<file path="src/rtl/mem_responder_if.sv">
// mem_responder_if: request/response channel between the datapath (master)
// and the memory responder (slave).
interface mem_responder_if #(
   parameter int ADDR_W = 16,
   parameter int DATA_W = 16
);
   logic              req_valid;
   logic              req_ready;
   logic              req_we;
   logic [ADDR_W-1:0] req_addr;
   logic [DATA_W-1:0] req_wdata;
   logic              resp_valid;
   logic              resp_ready;
   logic [DATA_W-1:0] resp_rdata;
   logic              resp_err;
   logic              busy;

   modport master (
      output req_valid, req_we, req_addr, req_wdata, resp_ready,
      input  req_ready, resp_valid, resp_rdata, resp_err, busy
   );

   modport slave (
      input  req_valid, req_we, req_addr, req_wdata, resp_ready,
      output req_ready, resp_valid, resp_rdata, resp_err, busy
   );
endinterface

</file>
<file path="src/rtl/mem_responder.sv">
// mem_responder: word-addressed memory target with WAIT_CYCLES wait states,
// one outstanding request, valid/ready request and response channels.
// Optional feature macro: MEM_BOUNDS_CHECK_EN (out-of-range addresses are
// answered with resp_err=1, rdata 0 and no write). Without it, addresses
// alias modulo DEPTH and resp_err stays 0.
module mem_responder #(
   parameter int DEPTH       = 256,
   parameter int DATA_W      = 16,
   parameter int ADDR_W      = 16,
   parameter int WAIT_CYCLES = 2
) (
   input  logic            clk,
   input  logic            rst_n,
   mem_responder_if.slave  bus
);
   localparam int IDX_W = (DEPTH > 1) ? $clog2(DEPTH) : 1;

   typedef enum logic [1:0] {
      S_IDLE = 2'd0,
      S_WAIT = 2'd1,
      S_RESP = 2'd2
   } state_t;

   state_t            r_state;
   state_t            w_next;
   logic              r_we;
   logic [ADDR_W-1:0] r_addr;
   logic [DATA_W-1:0] r_wdata;
   logic [DATA_W-1:0] r_rdata;
   logic              r_err;
   logic [3:0]        r_cnt;
   logic [DATA_W-1:0] r_mem [DEPTH];

   logic              w_req_ready;
   logic              w_resp_valid;
   logic              w_busy;
   logic              w_accept;
   logic              w_commit;
   logic              w_done;
   logic              w_oob;
   logic [IDX_W-1:0]  w_idx;

   assign w_idx    = r_addr[IDX_W-1:0];
   assign w_accept = bus.req_valid && w_req_ready;
   assign w_commit = (r_state == S_WAIT) && (r_cnt == 4'd0);
   assign w_done   = (r_state == S_RESP) && bus.resp_ready;

`ifdef MEM_BOUNDS_CHECK_EN
   // Zero-extend by one bit so DEPTH == 2**ADDR_W still compares correctly
   assign w_oob = ({1'b0, r_addr} >= (ADDR_W + 1)'(DEPTH));
`else
   assign w_oob = 1'b0;
`endif

   // State register
   always_ff @(posedge clk or negedge rst_n) begin
      if (!rst_n) begin
         r_state <= S_IDLE;
      end else begin
         r_state <= w_next;
      end
   end

   // Next-state decode
   always_comb begin
      w_next = r_state;
      case (r_state)
         S_IDLE: begin
            if (w_accept) w_next = S_WAIT;
            else          w_next = S_IDLE;
         end
         S_WAIT: begin
            if (w_commit) w_next = S_RESP;
            else          w_next = S_WAIT;
         end
         S_RESP: begin
            if (w_done) w_next = S_IDLE;
            else        w_next = S_RESP;
         end
         default: w_next = S_IDLE;
      endcase
   end

   // Handshake outputs decoded purely from the registered state
   always_comb begin
      w_req_ready  = 1'b0;
      w_resp_valid = 1'b0;
      w_busy       = 1'b1;
      case (r_state)
         S_IDLE: begin
            w_req_ready  = 1'b1;
            w_resp_valid = 1'b0;
            w_busy       = 1'b0;
         end
         S_WAIT: begin
            w_req_ready  = 1'b0;
            w_resp_valid = 1'b0;
            w_busy       = 1'b1;
         end
         S_RESP: begin
            w_req_ready  = 1'b0;
            w_resp_valid = 1'b1;
            w_busy       = 1'b1;
         end
         default: begin
            w_req_ready  = 1'b0;
            w_resp_valid = 1'b0;
            w_busy       = 1'b1;
         end
      endcase
   end

   // Request capture, wait-state counter and response data
   always_ff @(posedge clk or negedge rst_n) begin
      if (!rst_n) begin
         r_we    <= 1'b0;
         r_addr  <= {ADDR_W{1'b0}};
         r_wdata <= {DATA_W{1'b0}};
         r_rdata <= {DATA_W{1'b0}};
         r_err   <= 1'b0;
         r_cnt   <= 4'd0;
      end else begin
         if (w_accept) begin
            r_we    <= bus.req_we;
            r_addr  <= bus.req_addr;
            r_wdata <= bus.req_wdata;
            r_cnt   <= 4'(WAIT_CYCLES);
         end else if ((r_state == S_WAIT) && (r_cnt != 4'd0)) begin
            r_cnt <= r_cnt - 4'd1;
         end
         // Response fields change only at commit, so they hold through RESP
         if (w_commit) begin
            r_err <= w_oob;
            if (r_we || w_oob) r_rdata <= {DATA_W{1'b0}};
            else               r_rdata <= r_mem[w_idx];
         end
      end
   end

   // Memory array: not reset, so contents survive rst_n
   always_ff @(posedge clk) begin
      if (w_commit && r_we && !w_oob) begin
         r_mem[w_idx] <= r_wdata;
      end
   end

   assign bus.req_ready  = w_req_ready;
   assign bus.resp_valid = w_resp_valid;
   assign bus.resp_rdata = r_rdata;
   assign bus.resp_err   = r_err;
   assign bus.busy       = w_busy;
endmodule

</file>
<file path="src/flat_wrapper.sv">
// flat-port wrapper written by rule: the top's interface ports become plain ports
module mem_responder_flat 
#(
   parameter int DEPTH       = 256,
   parameter int DATA_W      = 16,
   parameter int ADDR_W      = 16,
   parameter int WAIT_CYCLES = 2
)
  (clk, rst_n, bus_req_valid, bus_req_we, bus_req_addr, bus_req_wdata, bus_resp_ready, bus_req_ready, bus_resp_valid, bus_resp_rdata, bus_resp_err, bus_busy);
  mem_responder_if #(.ADDR_W(ADDR_W), .DATA_W(DATA_W)) bus_i ();
  input  logic clk;
  input  logic rst_n;
  input wire logic [$bits(bus_i.req_valid)-1:0] bus_req_valid;
  input wire logic [$bits(bus_i.req_we)-1:0] bus_req_we;
  input wire logic [$bits(bus_i.req_addr)-1:0] bus_req_addr;
  input wire logic [$bits(bus_i.req_wdata)-1:0] bus_req_wdata;
  input wire logic [$bits(bus_i.resp_ready)-1:0] bus_resp_ready;
  output wire logic [$bits(bus_i.req_ready)-1:0] bus_req_ready;
  output wire logic [$bits(bus_i.resp_valid)-1:0] bus_resp_valid;
  output wire logic [$bits(bus_i.resp_rdata)-1:0] bus_resp_rdata;
  output wire logic [$bits(bus_i.resp_err)-1:0] bus_resp_err;
  output wire logic [$bits(bus_i.busy)-1:0] bus_busy;
  assign bus_i.req_valid = bus_req_valid;
  assign bus_i.req_we = bus_req_we;
  assign bus_i.req_addr = bus_req_addr;
  assign bus_i.req_wdata = bus_req_wdata;
  assign bus_i.resp_ready = bus_resp_ready;
  assign bus_req_ready = bus_i.req_ready;
  assign bus_resp_valid = bus_i.resp_valid;
  assign bus_resp_rdata = bus_i.resp_rdata;
  assign bus_resp_err = bus_i.resp_err;
  assign bus_busy = bus_i.busy;
  mem_responder #(.DEPTH(DEPTH), .DATA_W(DATA_W), .ADDR_W(ADDR_W), .WAIT_CYCLES(WAIT_CYCLES)) u_core (.clk(clk), .rst_n(rst_n), .bus(bus_i));
endmodule
</file>
<file path="config.mk">
export PLATFORM = sky130hd
export DESIGN_NAME = mem_responder_flat
export DESIGN_NICKNAME = d
export VERILOG_FILES = /design/src/rtl/mem_responder_if.sv /design/src/rtl/mem_responder.sv /design/src/flat_wrapper.sv
export SDC_FILE = /design/constraint.sdc
export NUM_CORES = 2
export LEC_CHECK = 0
export BUFFER_PORTS_ARGS = -buffer_cell sky130_fd_sc_hd__buf_2
export CORE_MARGIN = 3
export CORE_UTILIZATION = 46
export DETAILED_ROUTE_END_ITERATION = 10
export HOLD_SLACK_MARGIN = 0.08
export PLACE_DENSITY = 0.59
export REMOVE_ABC_BUFFERS = 1
export SYNTH_ARGS = -nofsm -noshare
export SYNTH_HDL_FRONTEND = slang
export SYNTH_SLANG_ARGS = --single-unit
</file>
<file path="constraint.sdc">
create_clock -name clk -period 9.6 [get_ports clk]
set_input_delay 0.96 -clock clk [delete_from_list [all_inputs] [get_ports clk]]
set_output_delay 0.96 -clock clk [all_outputs]
set_load 0.01 [all_outputs]
</file>
==> flow_metrics.tcl <==
set metrics [dict create \
    drive_gt1_share_pct 25.5 \
    r2r_cells 9 \
    rsz0062_at_grt "no" \
    status "complete, but fails checks" \
    cts_setup_buffers 0 \
    cts_tree "built" \
    hold_path_end "u_core.r_state[1]$_DFF_PN0_" \
    worst_slack_ns 4.62 \
    nFillCells 26700 \
    antenna_found_initial 10 \
    finalSetupViolCount 0 \
    grt_pass1_vias 77200 \
    grt_start_max_net_pins 190 \
    sw_frac_of_total_pct 32.5 \
    power_frac_clock_pct 28.8 \
    ys_ff_latch 4143 \
    ys_dominant_reg_cell "edfxtp_1" \
    nets 7684 \
    area_delta_synth_final_pct 12.6 \
    ys_types 59 \
    whs_path_depth 2 \
    p_comb_share_pct 28.1 \
    dr.pass1.iters 6 \
    track_usage_pct 22.8 \
    slowest_delay_ns 1.03 \
    hold_viol_final 0 \
    final_cell_mix "4096 x edfxtp_1, 911 x mux4_2, 439 x mux2i_1, 424 x clkbuf_16, 360 x buf_4" \
    dr_wl_met2_um 196000 \
    fp.dieH_um 595 \
    r2r_end "u_core.bus.resp_rdata[4]$_DFFE_PN0N_" \
    cts_buffers 420 \
    cp.required_ns 10.45 \
    crit_type "reg2reg" \
    clk_pin_slew_ns 0.06 \
    power.density_nw_per_um2 307 \
    cpMaxStageDelayCell "a2111oi_0" \
    cap_violations 0 \
    power.switching_w 0.0179 \
    gp_congestion 0.832 \
    relSlewSlack_pct -12.0 \
    synth_area_per_cell_um2 22.0 \
    dieArea_um2 353000 \
    cts_root_buf "clkbuf_16" \
    wire_per_inst_um 32.5 \
    clk_latency_ns 0.96 \
    overflow 0 \
    synth_area_um2 159000 \
    final_max_slew_viol_count 88 \
    ios 57 \
    finalCritPeriodShare_pct 51.9 \
    max_freq_mhz 201 \
    tightest_slew_ns 1.68 \
    post-dp-hpwl_um 235000 \
    ctsResizeCount 0 \
    clockBufferDepth 4 \
    fin_crit_ns 4.98 \
    cts_num_sinks 4143 \
    ys_warn_count 0 \
    dieWidth_um 595 \
    core-area_um2 344000 \
    dr.max_layer_used "met4" \
    start_util_pct 46.3 \
    layout_commonest_cell "edfxtp_1" \
    antenna_left 0 \
    crit_fanout 36 \
    crit_buf_inv 2 \
    synth_edf_count 4096 \
    startpoint_type "flop" \
    synthCells 7230 \
    r2r_start "u_core.r_addr[5]$_DFFE_PN0P_" \
    crit_chain "buf_4, nor2b_4, buf_4, a21oi_1, a2111oi_0, o22ai_1, o2111ai_1, nand3b_1, a221oi_1" \
    internal-power_w 0.0372 \
    critPathTopFamily "compound AO/OA/AOI/OAI gates" \
    vdd_drop_max_v 0.000411 \
    ctsHoldBuffers 1 \
    met3_length_um 31000 \
    yosysSeqAreaShare_pct 77.9 \
    power_frac_seq_pct 43.2 \
    cpMostUsedCell "buf_4" \
    end_kind "flop" \
    cp.arrival_ns 5.83 \
    p_leak_nw 56.5 \
    remaining_drc_errors 0 \
    finalSetupTns_ns 0 \
    grt_pass1_wl_um 579000 \
    ys_async_sr_fraction_pct 1.13 \
    io_buffers 47 \
    vias_per_cell 6.07 \
    violations "max-slew violations" \
    hold_path.startpoint "bus_resp_ready" \
    m1WireLength_um 165000 \
    fin_skew_ns 0.0493 \
    hold_class "in2reg" \
    dr.first_iter.drc_count 8664 \
    vias 76200 \
    wirelength_um 408000 \
    place_ws_ns 4.53 \
    rows 215 \
    cts.htree.levels 5 \
    ff2ff_setup_slack_ns 4.62 \
]
==> worst reg2reg max path: stages, from the launching register on <==
cell and delay [ns]:
dfrtp_4 0.59, buf_4 0.63, nor2b_4 0.40, buf_4 0.55, a21oi_1 0.35, a2111oi_0 1.04, o22ai_1 0.52, o2111ai_1 0.22
nand3b_1 0.29, a221oi_1 0.32
==> power by group through the flow <==
stage	clock [W]	sequential, W	combinational, W
2_1_floorplan	0	0.0258	0.00887
3_3_place_gp	0	0.0241	0.0154
3_5_place_dp	0	0.0242	0.0156
4_1_cts	0.0162	0.0238	0.0157
5_1_grt	0.0169	0.0239	0.0163
6_report	0.0159	0.0238	0.0155
==> routing by layer <==
metal	vias to the layer above	global-route usage (%)
met4	0	7.78
met3	580	4.31
li1	31400	-
met1	41100	31.9
met5	-	0
met2	3045	36.4
==> cell families (layout without fill, tap and decap cells) <==
logic type / Yosys count / after routing / share of synthesized area [%]
AOI/OAI and AO/OA: 655 / 655 / 2.97
xor gates and xnor gates: 3 / 3 / 0.0165
adders and majority gates: 2 / 2 / 0.0157
buffers and inverters: 457 / 1216 / 1.59
DFF: 4143 / 4143 / 77.9
muxes: 1387 / 1387 / 15.9
other: 1 / 5 / 0.00235
and+or+nand+nor: 582 / 582 / 1.57
==> synthesized netlist by cell type, drive strengths merged, types with 16 or more instances <==
| cell | number | area (um2) |
|---|---|---|
| edfxtp | 4096 | 123000 |
| mux4 | 911 | 20500 |
| mux2i | 439 | 4390 |
| nor2 | 292 | 1100 |
| buf | 284 | 1890 |
| nand2 | 156 | 586 |
| clkbuf | 148 | 556 |
| a22oi | 107 | 803 |
| a221oi | 101 | 891 |
| o21ai | 93 | 465 |
| o22ai | 91 | 569 |
| a21oi | 87 | 435 |
| dfrtp | 47 | 1180 |
| nand3 | 43 | 215 |
| mux2 | 37 | 417 |
| a2111oi | 33 | 289 |
| o2111ai | 28 | 245 |
| nor2b | 26 | 163 |
| inv | 23 | 86.3 |
| a211oi | 19 | 148 |
| a211o | 16 | 140 |
| a221o | 16 | 160 |
| o311a | 16 | 160 |
==> worst max path at each step <==
stage | startpoint | endpoint | cells past startpoint
2_1_floorplan | u_core.r_addr[0]$_DFFE_PN0P_ | u_core.bus.resp_rdata[14]$_DFFE_PN0N_ | 7
5_1_grt | u_core.r_addr[0]$_DFFE_PN0P_ | u_core.bus.resp_rdata[3]$_DFFE_PN0N_ | 8
3_3_place_gp | u_core.r_addr[0]$_DFFE_PN0P_ | u_core.bus.resp_rdata[8]$_DFFE_PN0N_ | 8
3_5_place_dp | u_core.r_addr[0]$_DFFE_PN0P_ | u_core.bus.resp_rdata[11]$_DFFE_PN0N_ | 8
6_report | u_core.r_addr[5]$_DFFE_PN0P_ | u_core.bus.resp_rdata[4]$_DFFE_PN0N_ | 9
4_1_cts | u_core.r_addr[0]$_DFFE_PN0P_ | u_core.bus.resp_rdata[8]$_DFFE_PN0N_ | 8
==> per-stage QoR <==
stage | instances | total power, W | instance area (um2) | hold slack (ns) | utilization (%)
finish | 12600 | 0.0552 | 179000 | 0.213 | 52.2
global route | 12500 | 0.0570 | 179000 | 0.187 | 52.2
CTS | 12500 | 0.0556 | 179000 | 0.123 | 52.2
detailed placement | 11800 | 0.0398 | 166000 | 0.514 | 48.3
global placement | 11800 | 0.0395 | 166000 | 0.502 | 48.3
floorplan | 6798 | 0.0346 | 157000 | 0.482 | -
==> flip-flops by register name, indices dropped and copies added, names as in the netlist <==
register and count:
u_core.r_mem 4096, u_core.bus.resp_rdata 16, u_core.r_wdata 16, u_core.r_addr 8
u_core.r_cnt 4, u_core.r_state 2, u_core.r_we 1
==> area by class of cell <==
class	instances	area, um2	area share [%]
sequential	4143	124000	69.2
multi-input combinational	2630	32800	18.3
clock buffer	519	11000	6.14
tap	4557	5700	3.18
timing repair buffer	425	3300	1.84
clock inverter	247	2280	1.27
inverter	25	101	0.0565
antenna	4	10.0	0.00558
No activity file was read; power rests on OpenSTA's default activity.
